**src/rtl/full_subtractor.sv**
```systemverilog
// full_subtractor: registered ripple-borrow subtractor, {bout,diff} = a - b - bin.
//
// WIDTH=1 is the classic 1-bit full subtractor cell. WIDTH>1 chains WIDTH cells
// with the borrow rippling from bit 0 up to the MSB. A single register stage
// follows the combinational datapath, so results appear one clock after the
// inputs are accepted.
//
// Optional feature macro: FULL_SUBTRACTOR_OVF_EN
//   When defined, adds the ovf output flagging two's-complement overflow of
//   a - b - bin (borrow into the MSB xor borrow out of the MSB).
//
// Ports:
//   clk        in   1      rising-edge clock
//   rst        in   1      synchronous active-high reset
//   in_valid   in   1      a/b/bin valid this cycle
//   a          in   WIDTH  minuend
//   b          in   WIDTH  subtrahend
//   bin        in   1      borrow-in at bit 0
//   diff       out  WIDTH  registered difference
//   bout       out  1      registered borrow-out of the MSB
//   ovf        out  1      registered signed overflow (FULL_SUBTRACTOR_OVF_EN only)
//   out_valid  out  1      diff/bout updated on the previous edge

module full_subtractor #(
    parameter int unsigned WIDTH = 1
) (
    input  logic             clk,
    input  logic             rst,
    input  logic             in_valid,
    input  logic [WIDTH-1:0] a,
    input  logic [WIDTH-1:0] b,
    input  logic             bin,
    output logic [WIDTH-1:0] diff,
    output logic             bout,
`ifdef FULL_SUBTRACTOR_OVF_EN
    output logic             ovf,
`endif
    output logic             out_valid
);

    // ------------------------------------------------------------------
    // Combinational ripple-borrow chain
    // ------------------------------------------------------------------
    logic [WIDTH-1:0] diff_c;
    logic             borrow_c;
`ifdef FULL_SUBTRACTOR_OVF_EN
    logic             borrow_msb_c;
`endif

    // The borrow is carried in a single variable stepped through the loop
    // rather than a vector, which keeps the chain free of self-referencing
    // vector bits.
    always_comb begin
        diff_c   = '0;
        borrow_c = bin;
`ifdef FULL_SUBTRACTOR_OVF_EN
        borrow_msb_c = bin;
`endif
        for (int i = 0; i < int'(WIDTH); i++) begin
`ifdef FULL_SUBTRACTOR_OVF_EN
            // Borrow into the MSB cell, needed for the overflow term.
            if (i == int'(WIDTH) - 1) begin
                borrow_msb_c = borrow_c;
            end
`endif
            diff_c[i] = a[i] ^ b[i] ^ borrow_c;
            borrow_c  = (~a[i] & b[i]) | (~(a[i] ^ b[i]) & borrow_c);
        end
    end

    // ------------------------------------------------------------------
    // Output register stage
    // ------------------------------------------------------------------
    logic [WIDTH-1:0] diff_q, diff_d;
    logic             bout_q, bout_d;
    logic             valid_q, valid_d;
`ifdef FULL_SUBTRACTOR_OVF_EN
    logic             ovf_q, ovf_d;
`endif

    // Without in_valid the data registers hold; only the mux select depends
    // on in_valid, so garbage on a/b/bin while idle never reaches the flops.
    always_comb begin
        diff_d  = diff_q;
        bout_d  = bout_q;
        valid_d = 1'b0;
`ifdef FULL_SUBTRACTOR_OVF_EN
        ovf_d   = ovf_q;
`endif
        if (in_valid) begin
            diff_d  = diff_c;
            bout_d  = borrow_c;
            valid_d = 1'b1;
`ifdef FULL_SUBTRACTOR_OVF_EN
            ovf_d   = borrow_c ^ borrow_msb_c;
`endif
        end
    end

    always_ff @(posedge clk) begin
        if (rst) begin
            diff_q  <= '0;
            bout_q  <= 1'b0;
            valid_q <= 1'b0;
`ifdef FULL_SUBTRACTOR_OVF_EN
            ovf_q   <= 1'b0;
`endif
        end else begin
            diff_q  <= diff_d;
            bout_q  <= bout_d;
            valid_q <= valid_d;
`ifdef FULL_SUBTRACTOR_OVF_EN
            ovf_q   <= ovf_d;
`endif
        end
    end

    assign diff      = diff_q;
    assign bout      = bout_q;
    assign out_valid = valid_q;
`ifdef FULL_SUBTRACTOR_OVF_EN
    assign ovf       = ovf_q;
`endif

endmodule

```
**config.mk**
```make
export PLATFORM = sky130hd
export DESIGN_NAME = full_subtractor
export DESIGN_NICKNAME = d
export VERILOG_FILES = /design/src/rtl/full_subtractor.sv
export SDC_FILE = /design/constraint.sdc
export NUM_CORES = 1
export LEC_CHECK = 0
export BUFFER_PORTS_ARGS = -buffer_cell sky130_fd_sc_hd__buf_2
export CAP_MARGIN = 20
export CORE_AREA = 2 2 39 41
export DETAILED_ROUTE_END_ITERATION = 8
export DIE_AREA = 0 0 41 43
export GPL_ROUTABILITY_DRIVEN = 1
export GPL_TIMING_DRIVEN = 0
export PLACE_DENSITY_LB_ADDON = 0.3
export SYNTH_ARGS = -nofsm -noshare
export SYNTH_HDL_FRONTEND = slang
export SYNTH_SLANG_ARGS = --single-unit
```
**constraint.sdc**
```tcl
create_clock -name clk -period 1.3 [get_ports clk]
set_clock_uncertainty 0.1 [all_clocks]
set_input_delay 0.26 -clock clk [delete_from_list [all_inputs] [get_ports clk]]
set_output_delay 0.26 -clock clk [all_outputs]
set_load 0.03 [all_outputs]
```
Yosys cells after proc, flatten, opt, wreduce, memory -nomap -nowiden
Index checks and enable logic that the tools add are counted.
- register bits: 3
- word-level logic and storage cells: 11
- bits of input ports: 6
- output and inout bits: 3
- bitwise operators: 7
- mux-type cells: 1
- operators by type and width (cell ; count):
    $and 1x1->1 ; 2
    $not 1->1 ; 2
    $xor 1x1->1 ; 2
    $mux 1 ; 1
    $or 1x1->1 ; 1

Longest topological paths before layout
Gate-level depths: netlist of the first run.
- depth after elaboration: 4
- gate-level depth with buffers: 4
- mapped depth without buffers: 4

Worst setup path before layout of the first run
Ideal clock, no wire load.
- path type: input-to-reg
- from: input b
- to: register diff_q (netlist: diff)
- library setup time: 115 ps
- setup slack: 191 ps
- data required time: 1085 ps
- stages: 4
- data arrival time: 894 ps
- buffers on the path: 0
- cells stage by stage: inv_1 > fa_1 > mux2i_1 > nor2_1
- word-level cells in the longest chain between the ends: 2
- ends and longest elaborated chain (what ; line ; text):
    from (decl) ; 31 ; input logic [WIDTH-1:0] b,
    $xor 1x1->1 (2 in a row) ; 66 ; diff_c[i] = a[i] ^ b[i] ^ borrow_c;
    via diff_c ; 44 ; logic [WIDTH-1:0] diff_c;
    to (signal assigned) ; 109 ; diff_q <= diff_d;
    to (decl) ; 74 ; logic [WIDTH-1:0] diff_q, diff_d;
The timed path passes the listed nets, and every way through them passes these cells.
A chain may end at the register's enable or synchronous reset.

Final worst setup path of the first run
- from: register bout_q (netlist: bout)
- to: output bout
- RTL lines (what ; line ; text):
    from (decl) ; 75 ; logic bout_q, bout_d;
    from (signal assigned) ; 110 ; bout_q <= bout_d;
    to (decl) ; 34 ; output logic bout,
No word-level cell between the ends.

==> results of run 1 <==
-- worst max-delay path by stage --
stage	endpoint	slack [ns]	depth (start not counted)
detailed placement	diff	0.04	4
global route	bout	0.13	1
finish	bout	0.17	1
CTS	bout	0.16	1
floorplan	diff	0.19	4
global placement	diff	0.08	4
-- power by group --
group	switching [W]	total, W	internal (W)	leakage [nW]
clock network	0.0000504	0.000166	0.000115	0.0150
logic	0.0000276	0.0000449	0.0000173	0.0650
registers	0.00000332	0.000103	0.0000995	0.0249
-- cells in the mapped netlist --
cell	instances	share of area [%]
dfxtp_1	3	51
inv_1	2	6.3
nor2_1	2	6.3
a211oi_1	1	6.3
fa_1	1	17
mux2i_1	1	8.4
nor2b_1	1	5.3
-- metal layers --
layer	GRT usage (%)	share of wire, %
met1	5.81	54
met5	0	0
met4	10.0	2.6
met3	4.71	10
met2	4.06	33
-- final cells by class --
| class | instances | area, um^2 |
|---|---|---|
| Clock buffer | 4 | 26.3 |
| Fill cell | 161 | 1180 |
| Inverter | 2 | 7.51 |
| Multi-Input combinational cell | 6 | 51.3 |
| Sequential cell | 3 | 60.1 |
| Tap cell | 16 | 20.0 |
| Timing Repair Buffer | 8 | 40.0 |
-- registers in the layout (all words and copies together) (netlist names) --
| name | count |
|---|---|
| bout | 1 |
| diff | 1 |
| out_valid | 1 |
-- cells by family after synthesis --
kind of cell,count (synthesis),synth area share [%]
flip-flops,3,50.5
AND/OR/NAND/NOR,3,11.6
adder cells (fa/ha/maj),1,16.8
buffers and inverters,2,6.32
AO/OA/AOI/OAI,1,6.32
multiplexers,1,8.42
-- cells in the final DEF (no fill, tap or decap) --
cell / n
a211oi_1: 1
buf_2: 8
clkbuf_1: 1
clkbuf_4: 3
dfxtp_1: 3
fa_1: 1
inv_1: 2
mux2i_1: 1
nor2_1: 2
nor2b_1: 1
-- per-stage QoR --
step	setup WS [ns]	hold slack (ns)	total power, W
4_1_cts	0.158	0.103	0.000321
5_1_grt	0.127	0.120	0.000338
3_5_place_dp	0.0428	0.352	0.000149
2_1_floorplan	0.191	0.232	0.000130
3_3_place_gp	0.0802	0.351	0.000148
6_report	0.170	0.111	0.000313
==> key figures, run 1 <==
Detailed routing
  • # DRC: 0
  • Via-per-instance ratio: 2.97
  • Number of routed nets with antenna violations: 0
  • Routed wire length: 305 um
  • 1st-iter DRT viols: 2
  • DRT Pass-1 Iters: 2
  • Routed vias: 116
  • Drt wl/cell: 7.82 um

Worst hold path
  • Launch point of the worst hold path: rst
  • HP Class: in2reg
  • Hold EP: diff
  • Worst Hold Path Cells: 2

Setup path
  • Maximum net fanout on the critical path: 2
  • CP bufs+invs: 1
  • Reg-to-reg critical path endpoint: bout
  • Crit path capture type: output port
  • Critical path's slowest cell: dfxtp_1
  • Max incr delay on CP: 0.34 ns
  • Worst Path Required: 0.94 ns
  • Crit path kind: reg2out
  • RR Startpoint: bout
  • Kind of cell adding the most delay to the critical path: flip-flops
  • Worst setup startpoint: bout
  • R2R setup slack: 0.58 ns
  • Crit-path cells: buf_2
  • CP Launch Type: flip-flop
  • R2R depth: 2
  • Critical path arrival: 0.77 ns

Die
  • Die extent in y: 43 um
  • I/O pins: 9
  • Die area: 1760 um^2
  • Core area: 1380 um^2
  • Row cnt: 14
  • Initial core utilization: 8.59%
  • Die width: 41 um

Clocking
  • Gates resized, CTS repair: 0
  • Post-CTS Setup Inserts: 0
  • Clk slew on worst S/H paths: 0.04 ns
  • CTS tree: built
  • CTS sink count: 3
  • Worst-skew pair later-pin latency: 0.23 ns
  • H-tree depth: 1
  • Max Buffers Root-to-Sink: 2
  • CTS Hold Bufs: 0
  • Total CTS buffers: 3
  • Clk root buf: clkbuf_4

Finish
  • Final net count: 31
  • Share of layout cells above drive strength 1: 47.8%
  • Fin util: 14.8%
  • Ant. Diodes: 0
  • Non-Filler Instances: 39
  • Fin area: 205 um^2
  • Area Growth Syn to Fin: 72.6%

STA
  • Slew margin rel.: 90.0%
  • Crit share post-route: 86.9%
  • RSZ-0062 raised after global routing: false
  • Finish-stage setup viols: 0
  • FMAX: 885 MHz
  • Period minus WS final: 1.13 ns
  • Slew @ Worst Pin: 0.146 ns
  • Final setup TNS: 0 ns
  • Final Hold Fails: 0
  • Max Slew Vio Count: 0

Yosys
  • Syn Inst Count: 11
  • Synth cell types: 7
  • Synth Warn #: 0
  • Post-Syn Area: 119 um^2
  • Synthesized flop and latch total: 3
  • Syn Nets: 18
  • Sequential-to-total area share from yosys stat: 50.5%
  • Syn avg cell area: 10.8 um^2

Placed design
  • DP Cell Count: 35
  • DP Area: 179 um^2
  • PortBufs: 8
  • Routability cong.: 0.573

Power
  • Maximum VDD drop: 0.217 mV
  • Leakage power total: 0.105 nW
  • Pwr/cell area: 1530 nW/um^2

Run status
  • Status: finished, final reports clean

Flow run
  • Max cap viols: 0

Global routing
  • Largest net degree at the start of global routing: 5
  • Initial antenna violation count: 0
  • GRT Total Usage: 5.53%
  • First-pass GRT wire length: 510 um
  • Total congestion overflow: 0
  • Vias in the first global route: 129
(Power assumes the default switching activity.)
==> run 2: changes to the inputs <==
--- a/config.mk
+++ b/config.mk
@@ -14,3 +14,3 @@
 export GPL_TIMING_DRIVEN = 0
-export PLACE_DENSITY_LB_ADDON = 0.3
+export PLACE_DENSITY = 0.37
 export SYNTH_ARGS = -nofsm -noshare
--- a/constraint.sdc
+++ b/constraint.sdc
@@ -4,2 +4,2 @@
 set_output_delay 0.26 -clock clk [all_outputs]
-set_load 0.03 [all_outputs]
+set_load 0.1 [all_outputs]
==> run 2 against run 1 <==
Compared with the run above:
- sequential cell count did not move
- total power grew 12%
- sequential share of layout area fell by 0.20 points
- routed wire length down 10%
- critical path depth unchanged
==> key figures, run 2 (synthesized netlist as in run 1, its figures left out) <==
Power
  • Sequential Power Share: 29.7%
  • Pint: 0.000237 W
  • Maximum VDD drop: 0.302 mV
  • Switching part of the total: 32.2%
  • Switching power: 0.000112 W
  • Combinational share of power: 24.4%
  • Pwr/cell area: 1620 nW/um^2
  • Clk pwr share: 46.0%
  • Leakage power total: 0.106 nW

Finish
  • Ant. Diodes: 0
  • FILL cells: 160
  • Final net count: 31
  • Leading cell types in the layout, fill and taps excluded: buf_2, clkbuf_4, buf_4
  • Area Growth Syn to Fin: 81.1%
  • Multi-input logic area: 51.3 um^2
  • Share of layout cells above drive strength 1: 56.5%
  • Storage element area: 62.6 um^2
  • Commonest non-fill, non-tap cell in the layout: buf_2
  • Fin area: 215 um^2

Placed design
  • Dpl ws: 0.0681 ns
  • Post-DP HPWL: 225 um
  • DP Area: 181 um^2
  • Routability cong.: 0.575
  • PortBufs: 8

Run status
  • Status: finished, final reports clean

Detailed routing
  • Routed vias: 113
  • DRT Pass-1 Iters: 2
  • Number of routed nets with antenna violations: 0
  • Drt wl/cell: 7.03 um
  • Via-per-instance ratio: 2.90
  • # DRC: 0
  • Routed wire length: 274 um
  • 1st-iter DRT viols: 1

STA
  • Worst Slack Setup Final: 0.111 ns
  • Final Hold Fails: 0
  • Final setup TNS: 0 ns
  • Finish-stage setup viols: 0
  • Slew @ Worst Pin: 0.280 ns
  • Max Slew Vio Count: 0
  • RSZ-0062 raised after global routing: false
  • Crit share post-route: 91.5%
  • Period minus WS final: 1.19 ns
  • FMAX: 841 MHz
  • Slew margin rel.: 81.5%

Clocking
  • Clk root buf: clkbuf_4
  • CTS tree: built
  • Max Buffers Root-to-Sink: 2
  • Total CTS buffers: 3
  • CTS Hold Bufs: 0
  • CTS sink count: 3
  • Worst-skew pair later-pin latency: 0.23 ns
  • H-tree depth: 1
  • Clk slew on worst S/H paths: 0.03 ns

Global routing
  • First-pass GRT wire length: 407 um
  • GRT Total Usage: 4.53%
  • Vias in the first global route: 110
  • Total congestion overflow: 0
  • Initial antenna violation count: 0
  • Largest net degree at the start of global routing: 5

Setup path
  • Maximum net fanout on the critical path: 2
  • Crit path kind: reg2out
  • CP Launch Type: flip-flop
  • Kind of cell adding the most delay to the critical path: flip-flops
  • CP bufs+invs: 1
  • Crit path capture type: output port
  • Critical path's slowest cell: dfxtp_2
  • Worst Path Required: 0.94 ns
  • Max incr delay on CP: 0.32 ns
  • Critical path arrival: 0.83 ns
  • Crit-path cells: buf_4

Die
  • Die extent in y: 43 um
  • Row cnt: 14
  • Core area: 1380 um^2
  • Die area: 1760 um^2
  • I/O pins: 9
  • Initial core utilization: 8.59%
  • Die width: 41 um

Worst hold path
  • HP Class: in2reg

Flow run
  • Max cap viols: 0
run 2: layout make-up:
type / count / share of cell area (%)
Inverter: 2 / 3.49
Timing Repair Buffer: 8 / 22.1
Multi-Input combinational cell: 6 / 23.8
Sequential cell: 3 / 29.1
Clock buffer: 4 / 12.2
Tap cell: 16 / 9.30
run 2: path summary, 6_finish.rpt:
| path | startpoint | to | slack, ns | cells after the start |
|---|---|---|---|---|
| worst max-delay path | diff | diff | 0.11 | 1 |
| worst min register to register | diff | diff | 0.39 | 2 |
| worst min-delay path | rst | diff | 0.12 | 2 |
| worst max register to register | bout | bout | 0.61 | 2 |
run 2: power by group through the flow:
stage          clock [W]  sequential [W]  combinational, W
5_1_grt         0.000178        0.000104         0.0000901
4_1_cts         0.000172        0.000104         0.0000854
2_1_floorplan          0        0.000155         0.0000123
6_report        0.000161        0.000104         0.0000851
3_5_place_dp           0        0.000105         0.0000814
3_3_place_gp           0        0.000105         0.0000802
run 2: repair_timing:
action | CTS | global route
setup endpoints to repair | 3 | 0
gates resized for setup | 3 | 0
setup buffers | 0 | 0
run 2: stage by stage:
step,util (%),power [W],std cells,hold slack [ns]
4_1_cts,15.6,0.000361,39,0.111
2_1_floorplan,-,0.000167,11,0.225
3_3_place_gp,13.1,0.000185,35,0.344
5_1_grt,15.6,0.000373,39,0.125
6_report,15.6,0.000349,39,0.121
3_5_place_dp,13.1,0.000186,35,0.358
run 2: per-layer routing:
layer / vias to the layer above / wire, um / GRT usage [%]
met5: - / 0 / 0
met4: 0 / 0 / 6.00
met3: 0 / 50 / 6.28
met2: 9 / 76 / 3.44
met1: 46 / 148 / 4.21
li1: 58 / - / -
run 2: worst register-to-register path: cells and delay by family (launching register included):
kind | cells | cell delay [ns]
compound gates | 1 | 0.15
simple gates | 1 | 0.04
flops | 1 | 0.31
